`src/rtl/alarm_timer_pkg.sv`:
```
// Shared definitions for the alarm countdown timer: FSM encodings and sizing constants.
package alarm_timer_pkg;

    typedef enum logic [1:0] {
        IDLE   = 2'd0,
        COUNT  = 2'd1,
        EXPIRE = 2'd2
    } state_t;

    localparam int CLK_HZ_40M  = 40_000_000;
    localparam int TIMER_WIDTH = 4;
    // Prescaler counter is sized to hold CLK_HZ_40M - 1.
    localparam int PRESC_W     = 26;

endpackage

```
`src/rtl/alarm_timer_sec_prescaler.sv`:
```
// Seconds prescaler: emits a one-cycle tick every CLK_HZ (or DEBUG_DIV in debug mode) cycles.
module alarm_timer_sec_prescaler
    import alarm_timer_pkg::*;
#(
    parameter int CLK_HZ    = CLK_HZ_40M,
    parameter int DEBUG_DIV = 4_000
) (
    input  logic clock,
    input  logic reset,
    input  logic clear,
    input  logic debug_on,
    output logic tick
);

    logic [PRESC_W-1:0] count;
    logic [PRESC_W-1:0] term;
    logic               debug_q;
    logic               debug_change;

    assign debug_change = (debug_on != debug_q);
    assign term         = debug_q ? PRESC_W'(DEBUG_DIV - 1) : PRESC_W'(CLK_HZ - 1);
    // A mode change or a load restarts the second, so the would-be wrap is suppressed.
    assign tick         = (count == term) && !clear && !debug_change && !reset;

    always_ff @(posedge clock) begin
        if (reset) begin
            count   <= '0;
            debug_q <= debug_on;
        end else begin
            debug_q <= debug_on;
            if (clear || debug_change || (count == term)) begin
                count <= '0;
            end else begin
                count <= count + PRESC_W'(1);
            end
        end
    end

endmodule

```
`src/rtl/alarm_timer.sv`:
```
// Programmable seconds countdown for the alarm FSM, with one-cycle expiry pulse and display feed.
module alarm_timer
    import alarm_timer_pkg::*;
#(
    parameter int CLK_HZ    = CLK_HZ_40M,
    parameter int DEBUG_DIV = 4_000,
    parameter int WIDTH     = TIMER_WIDTH
) (
    input  logic             clock,
    input  logic             reset,
    input  logic             load_start,
    input  logic [WIDTH-1:0] value,
    input  logic             debug_on,
    output logic             expired,
    output logic             busy,
    output logic [WIDTH-1:0] time_left,
    output logic             sec_tick,
    output state_t           fsm_state
);

    // load_start is a fire-and-forget pulse: no ready, value is sampled only in that cycle,
    // and a load is always accepted, overriding any countdown in progress.

    state_t           state;
    state_t           next_state;
    logic [WIDTH-1:0] next_time;
    logic             next_busy;
    logic             tick;

    alarm_timer_sec_prescaler #(
        .CLK_HZ    (CLK_HZ),
        .DEBUG_DIV (DEBUG_DIV)
    ) u_prescaler (
        .clock    (clock),
        .reset    (reset),
        .clear    (load_start),
        .debug_on (debug_on),
        .tick     (tick)
    );

    always_comb begin
        next_state = state;
        next_time  = time_left;
        next_busy  = busy;
        if (load_start) begin
            // A load beats a coincident final tick, so a restart never expires.
            if (value != '0) begin
                next_state = COUNT;
                next_time  = value;
                next_busy  = 1'b1;
            end else begin
                next_state = EXPIRE;
                next_time  = '0;
                next_busy  = 1'b0;
            end
        end else begin
            case (state)
                COUNT: begin
                    if (tick) begin
                        if (time_left > WIDTH'(1)) begin
                            next_time = time_left - WIDTH'(1);
                        end else begin
                            next_state = EXPIRE;
                            next_time  = '0;
                            next_busy  = 1'b0;
                        end
                    end
                end
                EXPIRE: begin
                    next_state = IDLE;
                    next_time  = '0;
                    next_busy  = 1'b0;
                end
                default: begin
                    next_state = IDLE;
                    next_time  = '0;
                    next_busy  = 1'b0;
                end
            endcase
        end
    end

    always_ff @(posedge clock) begin
        if (reset) begin
            state     <= IDLE;
            time_left <= '0;
            busy      <= 1'b0;
            expired   <= 1'b0;
            sec_tick  <= 1'b0;
        end else begin
            state     <= next_state;
            time_left <= next_time;
            busy      <= next_busy;
            expired   <= (next_state == EXPIRE);
            sec_tick  <= tick;
        end
    end

    assign fsm_state = state;

endmodule
```
`config.mk`:
```
export PLATFORM = sky130hd
export DESIGN_NAME = alarm_timer
export DESIGN_NICKNAME = d
export VERILOG_FILES = /design/src/rtl/alarm_timer_pkg.sv /design/src/rtl/alarm_timer_sec_prescaler.sv /design/src/rtl/alarm_timer.sv
export SDC_FILE = /design/constraint.sdc
export NUM_CORES = 1
export LEC_CHECK = 0
export CAP_MARGIN = 10
export CORE_MARGIN = 10
export CORE_UTILIZATION = 28
export CTS_BUF_LIST = sky130_fd_sc_hd__clkbuf_16
export CTS_CLUSTER_DIAMETER = 150
export DETAILED_ROUTE_END_ITERATION = 8
export SYNTH_ARGS = -nofsm -noshare
export SYNTH_HDL_FRONTEND = slang
export SYNTH_HIERARCHICAL = 1
export SYNTH_SLANG_ARGS = --single-unit
```
`constraint.sdc`:
```
create_clock -name clock -period 5.55 [get_ports clock]
set_input_delay 1.665 -clock clock [delete_from_list [all_inputs] [get_ports clock]]
set_output_delay 1.665 -clock clock [all_outputs]
set_load 0.005 [all_outputs]
```
* Word level (Yosys, flattened, before mapping) *
Index checks and enable logic that the tools add are counted.

storage, ports and cells
  input port bits = 8
  output and inout port bits = 9
  word-level logic and storage cells = 43
  bits in registers = 36

cells by class
  multiplexer cells = 16
  add/sub/neg operators = 2
  reductions and logical operators = 11
  magnitude comparators = 1
  eq/ne operators = 6

operators by type and width
  operator                 count
  $add A26 B1 Y26 const B  1
  $eq A26 B26 Y1           1
  $mux W26                 1
  $mux W4                  5
  $mux W2                  5
  $ne A3 B3 Y1 const B     2
  $mux W1                  5
  $gt A4 B1 Y1 const B     1
  $reduce_bool A4 Y1       1
  $sub A4 B1 Y4 const B    1
  $logic_and A1 B1 Y1      3
  $logic_not A1 Y1         3
  $eq A2 B1 Y1 const B     1
  $eq A2 B2 Y1 const B     1
  $logic_or A1 B1 Y1       2
  $reduce_and A2 Y1        1
  $reduce_or A2 Y1         1
  $ne A1 B1 Y1             1

* Logic depth before layout (Yosys ltp) *
Gate-level depths: netlist (run 1).

  depth after elaboration = 9
  depth in mapped cells = 8
  depth with buffers taken out = 8

* Modules after synthesis *
The synthesis (run 1) kept the hierarchy.

by module, submodules not included
  module                     cells each  sequential area each (um2)  area an instance (um2)  instances
  alarm_timer_sec_prescaler  157         540.5                       1455.1                  1
  alarm_timer                57          180.2                       496.7                   1

* Least setup slack after synthesis (run 1) *
No wires, ideal clock.

  path type = input-to-reg
  start = input debug_on
  end = register time_left[3]
  stages = 7
  library setup time = 103 ps
  setup slack = 2152 ps
  arrival time = 3295 ps
  buffers on the path = 1
  required time = 5447 ps
  path through = xor2_1 -> or3_2 -> clkbuf_8 -> nor2b_1 -> inv_1 -> a22o_1 -> a2111oi_2

on the way
  word-level cells in the longest chain between the ends = 5

RTL lines
  item                               RTL line                         source
  from (decl)                        alarm_timer.sv:13                input logic debug_on,
  $ne A1 B1 Y1                       alarm_timer_sec_prescaler.sv:20  assign debug_change = (debug_on != debug_q);
  $logic_not A1 Y1                   alarm_timer_sec_prescaler.sv:23  assign tick = (count == term) && !clear && !debug_change && !reset;
  $logic_and A1 B1 Y1 (2 in series)  alarm_timer_sec_prescaler.sv:23
  net tick                           alarm_timer.sv:28                logic tick;
  $ne A3 B3 Y1 (no line)             -
  to (signal assigned)               alarm_timer.sv:92                time_left <= next_time;
  to (decl)                          alarm_timer.sv:16                output logic [WIDTH-1:0] time_left,

The timed path passes the listed nets, and every way through them passes these cells.
A chain may end at the register's enable or synchronous reset.

* Final worst setup path (run 1) *
  start = input load_start
  end = register time_left[3]

on the way
  word-level cells in the longest chain between the ends = 5
  elaborated cells between the ends (all ways) = 6
  classes of those cells = eq/ne (1); mux (1); reduce/logical (4)

RTL lines
  item                               RTL line                         source
  from (decl)                        alarm_timer.sv:11                input logic load_start,
  $logic_not A1 Y1                   alarm_timer_sec_prescaler.sv:23
  $logic_and A1 B1 Y1 (3 in series)  alarm_timer_sec_prescaler.sv:23
  net tick                           alarm_timer.sv:28
  $ne A3 B3 Y1 (no line)             -

The timed path passes the listed nets, and every way through them passes these cells.

==> results of run 1 <==
## power groups by stage
| stage | sequential (mW) | combinational (mW) | clock, mW |
|---|---|---|---|
| after floorplan | 0.271 | 0.0187 | 0 |
| after global placement | 0.271 | 0.0324 | 0 |
| final | 0.266 | 0.0324 | 0.408 |
| after global routing | 0.266 | 0.0358 | 0.429 |
| after CTS | 0.266 | 0.0326 | 0.416 |
| after detailed placement | 0.271 | 0.0325 | 0 |
## metrics by stage
step	power, mW	area [µm²]	cells	utilization, %
after floorplan	0.289	1950	214	-
after global placement	0.304	2150	314	31.6
after detailed placement	0.304	2150	314	31.6
after CTS	0.715	2360	322	34.8
after global routing	0.731	2360	322	34.8
final	0.706	2360	322	34.8
## cells by family (layout without fill, tap and decap cells)
group                    after synthesis  count (layout)  share of synthesized area [%]
AND/OR/NAND/NOR                       96              96                           30.1
adder cells (fa/ha/maj)                3               3                           1.92
XOR/XNOR                              14              14                           6.28
flip-flops                            36              36                           36.9
buffers and inverters                 21              33                           6.28
AO/OA/AOI/OAI                         44              44                           18.5
## state kept, by name, indices dropped and copies added, names as in the netlist
signal and cells:
u_prescaler/debug_q 1, sec_tick 1, busy 1, fsm_state 2, u_prescaler/count 26, expired 1
time_left 4
## path summary, 6_finish.rpt
| kind | startpoint | end | slack [ns] | depth (start not counted) |
|---|---|---|---|---|
| worst max-delay path | load_start | time_left[3] | 1.39 | 6 |
| worst min-delay path | busy | busy | 0.51 | 2 |
| worst max register to register | u_prescaler/debug_q | time_left[3] | 2.88 | 7 |
| worst min register to register | busy | busy | 0.51 | 2 |
## per-layer routing
layer,vias up,GRT usage (%),wire (µm)
met5,-,0,0
met3,4,3.39,249
met1,776,10.5,1990
met4,0,2.57,36
met2,41,13.6,2030
li1,835,-,-
## final cells by class
class                   count  area, µm²  area share, %
multi-input cells         157       1110           46.9
repair buffers             17        168           7.10
flip-flops and latches     36        721           30.5
clock buffers               5        125           5.30
inverters                   8       30.0           1.27
clock inverters             3       90.1           3.81
well taps                  96        120           5.08
## cell usage in the layout, fill, tap and decap left out, types with 4 or more instances in the layout
cell / synthesis / routed
dfxtp_1: 36 / 36
a211oi_1: 8 / 8
nor3_1: 19 / 19
inv_1: 8 / 8
a21oi_1: 5 / 5
xor2_1: 5 / 5
nor2b_1: 4 / 4
o21ai_0: 6 / 6
nand2_1: 15 / 15
nand3_1: 8 / 8
clkbuf_16: 0 / 5
nand4_1: 8 / 8
xnor2_1: 9 / 9
or3_2: 4 / 4
nor2_1: 7 / 7
nor4_1: 4 / 4
o31ai_1: 7 / 7
clkdlybuf4s50_1: 0 / 16
or4_1: 6 / 6
## worst register-to-register path, cell delays in order, from the launching register on
cell and delay (ns):
dfxtp_1 0.42, or3b_1 0.38, a22o_2 0.25, a2111oi_4 0.35
nor2b_1 0.41, inv_1 0.18, a22o_1 0.25, a2111oi_2 0.33
==> summary.txt, run 1 <==
Critical path
  – Largest delay share family, worst path: simple AND/OR/NAND/NOR gates
  – Slowest cell on the critical path: or3_2
  – Critical path peak fanout: 27
  – Critical path type: in -> reg
  – Nature of the critical path endpoint: register
  – Cells along the critical path: clkdlybuf4s50_1 -> or3_2 -> nor2b_1 -> inv_1 -> a22o_1 -> a2111oi_2
  – CP Data Required Time: 5.73 ns
  – Worst path buffer plus inverter count: 2
  – Worst EP arrival: 4.34 ns
  – Slowest cell delay on critical path: 0.84 ns
  – Worst Setup Start Kind: input pin

Global routing
  – Vias in the first global route: 1593
  – Initial antenna violation count: 0
  – Global-route wire length before repair: 7430 µm
  – Gr usage total: 8.62%
  – Pin count of the biggest net entering global routing: 28
  – Overflow after GRT: 0

Die
  – Die Y: 103 µm
  – Initial core utilization: 28.7%
  – Core area: 6790 µm²
  – Die Wd: 103 µm
  – Cell Rows: 30
  – Boundary pin count: 17
  – Die Area: 10700 µm²

Yosys
  – Seq/Total Area, Yosys: 36.9%
  – Synth cell count leaders: 36 x dfxtp_1, 19 x nor3_1, 15 x nand2_1
  – Synth Warn #: 6
  – Yosys reg bits: 36
  – Synth area leader: dfxtp_1
  – Mapped Avg Cell Area: 9.12 µm²
  – Netlist Area Pre-Place: 1950 µm²
  – Count leader, synth: dfxtp_1
  – Top_reg_cell synth: dfxtp_1
  – Number of synthesized flops with an enable pin: 0
  – FFs w/ async S/R, synth: 0%
  – Area contributors post-synth: dfxtp_1 37%, nor3_1 4.9%, xnor2_1 4.0%, a211oi_1 3.1%, nand2_1 2.9%
  – Synth Instances: 214
  – Synth cell types: 52
  – Mapped Nets: 225
  – Top cell type's share of synthesized area: 36.9%

Power
  – Internal Pwr Total: 0.581 mW
  – Leakage: 0.682 nW
  – Worst vdd rail ir drop: 0.135 mV
  – Register share of total power: 37.6%
  – Net Sw Power: 0.125 mW
  – Comb pwr share: 4.6%
  – Sw Share: 17.7%
  – P per Cell Area: 299 nW/µm²
  – Clk pwr share: 57.8%

Timing
  – Hold Vio Cnt, Final: 0
  – Shortest period the worst path allows: 4.16 ns
  – Final Worst Setup Slack: 1.39 ns
  – Tcrit/Tclk final: 75.0%
  – Slew @ Worst Pin: 0.531 ns
  – Slew Viols, Final: 0
  – Setup TNS: 0 ns
  – RSZ-0062 raised after global routing: no
  – Clk_skew: 0.00819 ns
  – Worst relative slew slack: 64.6%
  – Setup-failing EPs final: 0
  – Min Hold Slack: 0.511 ns
  – Achievable Freq: 240 MHz

Routing
  – DRT antenna net count: 0
  – Post-DR vias/cell: 5.14
  – Average routed wire per standard cell: 13.4 µm
  – WL final: 4310 µm
  – Drt initial violations: 66
  – Drt drc: 0
  – Total number of vias: 1656
  – 1st-pass router iterations: 4

Clock tree
  – Root Buffer: clkbuf_16
  – Buffer count from post-CTS setup fixing: 0
  – CTS buffer count: 5
  – PostCTS Resize Cnt: 0
  – Clk sink count: 36
  – CTS hold repair buffers: 0
  – H-tree depth: 2
  – Worst-path clk slew: 0.06 ns
  – Latest clock arrival within the worst-skew pair: 0.28 ns
  – TritonCTS clock tree: done
  – Max clock buf depth: 2

Cells and area
  – Final nets: 236
  – N_diodes: 0
  – Filler instances: 701
  – Share of cells above drive strength 1: 11.9%
  – Area grow syn2layout: 21.0%

Place
  – Pre-CTS setup slack: 1.13 ns
  – Hpwl dp: 2980 µm
  – IO buf count: 16
  – Final estimated routing congestion in global placement: 0.810

Job
  – Max-cap violations: 0

Hold path
  – Worst min path class: reg -> reg

Status
  – Status: completed
No activity file was read; power rests on OpenSTA's default activity.
==> run 2, diff against run 1 <==
==> constraint.sdc (replaced) <==
create_clock -name clock -period 3.5 [get_ports clock]
set_input_delay 1.05 -clock clock [delete_from_list [all_inputs] [get_ports clock]]
set_output_delay 1.05 -clock clock [all_outputs]
set_load 0.005 [all_outputs]
==> summary.txt, run 2 (same netlist as run 1, synthesis figures left out) <==
Routing
  – WL final: 4390 µm (was 4310 µm)
  – DRT antenna net count: 0 (unchanged)
  – Drt initial violations: 69 (was 66)
  – Drt drc: 0 (unchanged)
  – Average routed wire per standard cell: 13.5 µm (was 13.4 µm)
  – Total number of vias: 1656 (unchanged)
  – 1st-pass router iterations: 4 (unchanged)
  – Post-DR vias/cell: 5.08 (was 5.14)

Timing
  – Slew Viols, Final: 0 (unchanged)
  – Final Worst Setup Slack: 0.796 ns (was 1.39 ns)
  – Setup TNS: 0 ns (unchanged)
  – Tcrit/Tclk final: 77.2%
  – Slew @ Worst Pin: 0.446 ns (was 0.531 ns)
  – Hold Vio Cnt, Final: 0 (unchanged)
  – Worst relative slew slack: 70.0% (was 64.6%)
  – Achievable Freq: 370 MHz
  – Setup-failing EPs final: 0 (unchanged)
  – Clk_skew: 0.00560 ns (was 0.00819 ns)
  – Shortest period the worst path allows: 2.70 ns
  – RSZ-0062 raised after global routing: no (unchanged)

Critical path
  – Critical path type: in -> reg (unchanged)
  – Critical path peak fanout: 5 (was 27)
  – Worst setup path end: time_left[3] (unchanged)
  – Slowest cell delay on critical path: 0.43 ns (was 0.84 ns)
  – R2r worst-path depth: 7 (unchanged)
  – Slowest cell on the critical path: clkdlybuf4s50_1 (was or3_2)
  – Nature of the critical path endpoint: register (unchanged)
  – CP Data Required Time: 3.68 ns (was 5.73 ns)
  – Setup crit start: debug_on (was load_start)
  – Worst EP arrival: 2.88 ns (was 4.34 ns)
  – Reg2reg end: time_left[3] (unchanged)
  – Cells along the critical path: clkdlybuf4s50_1 -> xor2_1 -> or3_2 -> nor2b_1 -> inv_1 -> a22o_1 -> a2111oi_2 (was clkdlybuf4s50_1 -> or3_2 -> nor2b_1 -> inv_1 -> a22o_1 -> a2111oi_2)
  – Reg-to-reg slack, setup: 1.11 ns (was 2.88 ns)
  – Worst Setup Start Kind: input pin (unchanged)
  – Reg2reg start: u_prescaler/debug_q (unchanged)

Die
  – Initial core utilization: 28.7% (unchanged)
  – Boundary pin count: 17 (unchanged)
  – Die Wd: 103 µm (unchanged)
  – Die Y: 103 µm (unchanged)
  – Core area: 6790 µm² (unchanged)
  – Cell Rows: 30 (unchanged)
  – Die Area: 10700 µm² (unchanged)

Clock tree
  – Clk sink count: 36 (unchanged)
  – Latest clock arrival within the worst-skew pair: 0.28 ns (about the same)
  – CTS hold repair buffers: 0 (unchanged)
  – TritonCTS clock tree: done (unchanged)
  – H-tree depth: 2 (unchanged)
  – Max clock buf depth: 2 (unchanged)
  – PostCTS Resize Cnt: 0 (unchanged)
  – Root Buffer: clkbuf_16 (unchanged)
  – Worst-path clk slew: 0.06 ns (about the same)
  – CTS buffer count: 5 (unchanged)
  – Buffer count from post-CTS setup fixing: 0 (unchanged)

Global routing
  – Vias in the first global route: 1633 (was 1593)
  – Overflow after GRT: 0 (unchanged)
  – Global-route wire length before repair: 7420 µm (was 7430 µm)
  – Gr usage total: 8.47% (was 8.62%)
  – Pin count of the biggest net entering global routing: 27 (was 28)
  – Initial antenna violation count: 0 (unchanged)

Power
  – Worst vdd rail ir drop: 0.238 mV (was 0.135 mV)
  – P per Cell Area: 388 nW/µm² (was 299 nW/µm²)
  – Leakage: 0.666 nW (was 0.682 nW)

Cells and area
  – Commonest non-fill, non-tap cells in the layout: 36 x dfxtp_1, 19 x nor3_1, 16 x clkdlybuf4s50_1, 15 x nand2_1 (was 36 x dfxtp_1, 19 x nor3_1, 16 x clkdlybuf4s50_1, 15 x nand2_1, 9 x xnor2_1)
  – Final nets: 240 (was 236)
  – Filler instances: 701 (unchanged)
  – Max FFs per register: 26 (unchanged)
  – Biggest register: u_prescaler/count (unchanged)
  – Share of cells above drive strength 1: 12.6% (was 11.9%)
  – Most common cell after layout, fill and taps aside: dfxtp_1 (unchanged)
  – N_diodes: 0 (unchanged)
  – Area grow syn2layout: 18.7% (was 21.0%)

Place
  – Hpwl dp: 3070 µm (was 2980 µm)
  – Final estimated routing congestion in global placement: 0.825 (was 0.810)
  – IO buf count: 16 (unchanged)
  – Pre-CTS setup slack: 0.491 ns (was 1.13 ns)

Status
  – Status: completed (unchanged)

Hold path
  – Worst min path class: reg -> reg (unchanged)

Job
  – Max-cap violations: 0 (unchanged)
-- run 2: cell count changes in the layout (fill, tap and decap cells not counted) --
| cell | previous run | this run |
|---|---|---|
| buf_4 | 1 | 5 |
| bufinv_16 | 3 | 0 |
| clkinv_1 | 0 | 1 |
| clkinvlp_4 | 0 | 1 |
| inv_1 | 8 | 9 |
-- run 2: cell type report --
type,count,area [µm²],area share [%]
tap,96,120,5.18
multi-input combinational,157,1110,47.8
inverter,8,30.0,1.30
sequential,36,721,31.1
timing repair buffer,21,198,8.53
clock inverter,3,15.0,0.648
clock buffer,5,125,5.40
-- run 2: power by group --
group | switching (mW) | total [mW] | internal (mW)
Sequential | 0.00631 | 0.422 | 0.415
Clock | 0.165 | 0.423 | 0.258
Combinational | 0.0252 | 0.0537 | 0.0286
Total | 0.197 | 0.899 | 0.702
-- run 2: how the worst min path moves through the flow --
stage	from	to	slack (ns)	depth (start not counted)
detailed placement	busy	busy	0.50	2
global placement	busy	busy	0.50	2
floorplan	u_prescaler/count[18]	u_prescaler/count[18]	0.48	2
global route	busy	busy	0.52	2
finish	busy	busy	0.50	2
CTS	busy	busy	0.51	2
-- run 2: layer usage --
layer	global-route usage, %	wire length, µm	vias to the layer above
met5	0	0	-
met4	3.21	37	0
met3	2.72	196	4
met2	13.9	2060	20
met1	10.0	2100	784
li1	-	-	848
-- run 2: critical path, delay by kind of cell --
kind | cells | cell delay [ns]
AO/OA/AOI/OAI | 2 | 0.56
buffers and inverters | 2 | 0.54
XOR/XNOR | 1 | 0.15
AND/OR/NAND/NOR | 2 | 0.58
-- run 2: metrics by stage --
step,hold slack (ns),utilization [%],power (mW),cell area (µm²),instances
2_1_floorplan,0.476,-,0.459,1950,214
3_3_place_gp,0.499,32.0,0.485,2180,318
3_5_place_dp,0.496,32.0,0.484,2180,318
4_1_cts,0.509,34.1,0.911,2320,326
5_1_grt,0.523,34.1,0.929,2320,326
6_report,0.504,34.1,0.899,2320,326
==> run 3, diff against run 2 <==
==> constraint.sdc (replaced) <==
create_clock -name clock -period 2.8 [get_ports clock]
set_input_delay 0.84 -clock clock [delete_from_list [all_inputs] [get_ports clock]]
set_output_delay 0.84 -clock clock [all_outputs]
set_load 0.005 [all_outputs]
==> summary.txt, run 3 (same netlist as run 1, synthesis figures left out) <==
Critical path
  – Reg2reg start: u_prescaler/debug_q (unchanged)
  – Reg-to-reg slack, setup: 0.44 ns (was 1.11 ns)
  – Cells along the critical path: clkdlybuf4s50_1 -> xor2_1 -> or3_2 -> nor2b_1 -> inv_1 -> a22o_1 -> a2111oi_2 (unchanged)
  – Worst Setup Start Kind: input pin (unchanged)
  – Reg2reg end: time_left[3] (unchanged)
  – CP Data Required Time: 2.98 ns (was 3.68 ns)
  – Critical path type: in -> reg (unchanged)
  – Worst setup path end: time_left[3] (unchanged)
  – Setup crit start: debug_on (unchanged)
  – Nature of the critical path endpoint: register (unchanged)
  – Critical path peak fanout: 2 (was 5)
  – Slowest cell delay on critical path: 0.43 ns (about the same)
  – R2r worst-path depth: 7 (unchanged)
  – Slowest cell on the critical path: or3_2 (was clkdlybuf4s50_1)
  – Worst EP arrival: 2.62 ns (was 2.88 ns)

Routing
  – Drt drc: 0 (unchanged)
  – Post-DR vias/cell: 5.09 (was 5.08)
  – Total number of vias: 1666 (was 1656)
  – WL final: 4350 µm (was 4390 µm)
  – 1st-pass router iterations: 4 (unchanged)
  – DRT antenna net count: 0 (unchanged)
  – Average routed wire per standard cell: 13.3 µm (was 13.5 µm)
  – Drt initial violations: 74 (was 69)

Timing
  – Shortest period the worst path allows: 2.44 ns
  – Slew Viols, Final: 0 (unchanged)
  – Worst relative slew slack: 63.8% (was 70.0%)
  – Tcrit/Tclk final: 87.3%
  – Slew @ Worst Pin: 0.538 ns (was 0.446 ns)
  – Hold Vio Cnt, Final: 0 (unchanged)
  – Setup-failing EPs final: 0 (unchanged)
  – Setup TNS: 0 ns (unchanged)
  – Clk_skew: 0.00692 ns (was 0.00560 ns)
  – RSZ-0062 raised after global routing: no (unchanged)
  – Achievable Freq: 409 MHz

Cells and area
  – Biggest register: u_prescaler/count (unchanged)
  – Max FFs per register: 26 (unchanged)
  – Area grow syn2layout: 19.3% (was 18.7%)
  – Final nets: 241 (was 240)
  – Most common cell after layout, fill and taps aside: dfxtp_1 (unchanged)
  – Share of cells above drive strength 1: 13.9% (was 12.6%)
  – Filler instances: 709 (was 701)
  – Final core utilization: 34.3% (was 34.1%)
  – Commonest non-fill, non-tap cells in the layout: 36 x dfxtp_1, 19 x nor3_1, 16 x clkdlybuf4s50_1, 15 x nand2_1, 9 x xnor2_1 (was 36 x dfxtp_1, 19 x nor3_1, 16 x clkdlybuf4s50_1, 15 x nand2_1)
  – N_diodes: 0 (unchanged)

Die
  – Boundary pin count: 17 (unchanged)
  – Initial core utilization: 28.7% (unchanged)
  – Die Wd: 103 µm (unchanged)
  – Cell Rows: 30 (unchanged)
  – Die Area: 10700 µm² (unchanged)
  – Core area: 6790 µm² (unchanged)
  – Die Y: 103 µm (unchanged)

Global routing
  – Overflow after GRT: 0 (unchanged)
  – Initial antenna violation count: 0 (unchanged)
  – Global-route wire length before repair: 7360 µm (was 7420 µm)
  – Pin count of the biggest net entering global routing: 27 (unchanged)
  – Gr usage total: 8.54% (was 8.47%)
  – Vias in the first global route: 1618 (was 1633)

Clock tree
  – H-tree depth: 2 (unchanged)
  – CTS hold repair buffers: 0 (unchanged)
  – Max clock buf depth: 2 (unchanged)
  – CTS buffer count: 5 (unchanged)
  – TritonCTS clock tree: done (unchanged)
  – Root Buffer: clkbuf_16 (unchanged)
  – Latest clock arrival within the worst-skew pair: 0.28 ns (about the same)
  – PostCTS Resize Cnt: 0 (unchanged)
  – Clk sink count: 36 (unchanged)
  – Buffer count from post-CTS setup fixing: 0 (unchanged)
  – Worst-path clk slew: 0.06 ns (about the same)

Hold path
  – Worst min path class: reg -> reg (unchanged)

Place
  – Final estimated routing congestion in global placement: 0.812 (was 0.825)
  – Hpwl dp: 3060 µm (was 3070 µm)
  – IO buf count: 16 (unchanged)

Job
  – Max-cap violations: 0 (unchanged)

Power
  – Worst vdd rail ir drop: 0.294 mV (was 0.238 mV)
  – Leakage: 0.675 nW (was 0.666 nW)
  – P per Cell Area: 487 nW/µm² (was 388 nW/µm²)

Status
  – Status: completed (unchanged)
==> run 3: metrics by stage <==
step,total power [mW],instance area (µm²),hold WS [ns],instances,setup slack [ns]
after floorplan,0.574,1950,0.476,214,0.144
after global placement,0.606,2180,0.500,319,0.0957
after global routing,1.18,2330,0.525,327,0.257
after CTS,1.15,2330,0.508,327,0.349
final,1.13,2330,0.503,327,0.357
after detailed placement,0.606,2180,0.495,319,0.0616
==> run 3: layout make-up <==
| class | instances | area (µm²) | share of cell area (%) |
|---|---|---|---|
| multi-input cells | 157 | 1110 | 47.6 |
| inverters | 8 | 30.0 | 1.29 |
| flip-flops and latches | 36 | 721 | 31.0 |
| well taps | 96 | 120 | 5.16 |
| clock buffers | 5 | 125 | 5.37 |
| repair buffers | 22 | 205 | 8.81 |
| clock inverters | 3 | 18.8 | 0.806 |
==> run 3: report_power, final <==
part	leakage, nW	internal (mW)	switching [mW]
Clock	0.0736	0.328	0.213
Sequential	0.292	0.519	0.00800
Combinational	0.310	0.0357	0.0314
Total	0.675	0.882	0.252
==> run 3: worst min path at each step <==
stage | startpoint | to | depth (start not counted)
2_1_floorplan | u_prescaler/count[18] | u_prescaler/count[18] | 2
3_3_place_gp | busy | busy | 2
3_5_place_dp | busy | busy | 2
4_1_cts | busy | busy | 2
5_1_grt | busy | busy | 2
6_report | busy | busy | 2
==> run 3: critical path, delay by kind of cell <==
family,cells,cell delay [ns]
AO/OA/AOI/OAI,2,0.55
XOR/XNOR,1,0.14
buffers and inverters,2,0.50
AND/OR/NAND/NOR,2,0.59
==> run 3: metal layers <==
| layer | track usage (%) | wire length [µm] | vias to the layer above |
|---|---|---|---|
| met2 | 13.8 | 1990 | 25 |
| met5 | 0 | 0 | - |
| met1 | 10.1 | 2120 | 794 |
| met3 | 3.06 | 186 | 7 |
| li1 | - | - | 840 |
| met4 | 3.32 | 53 | 0 |
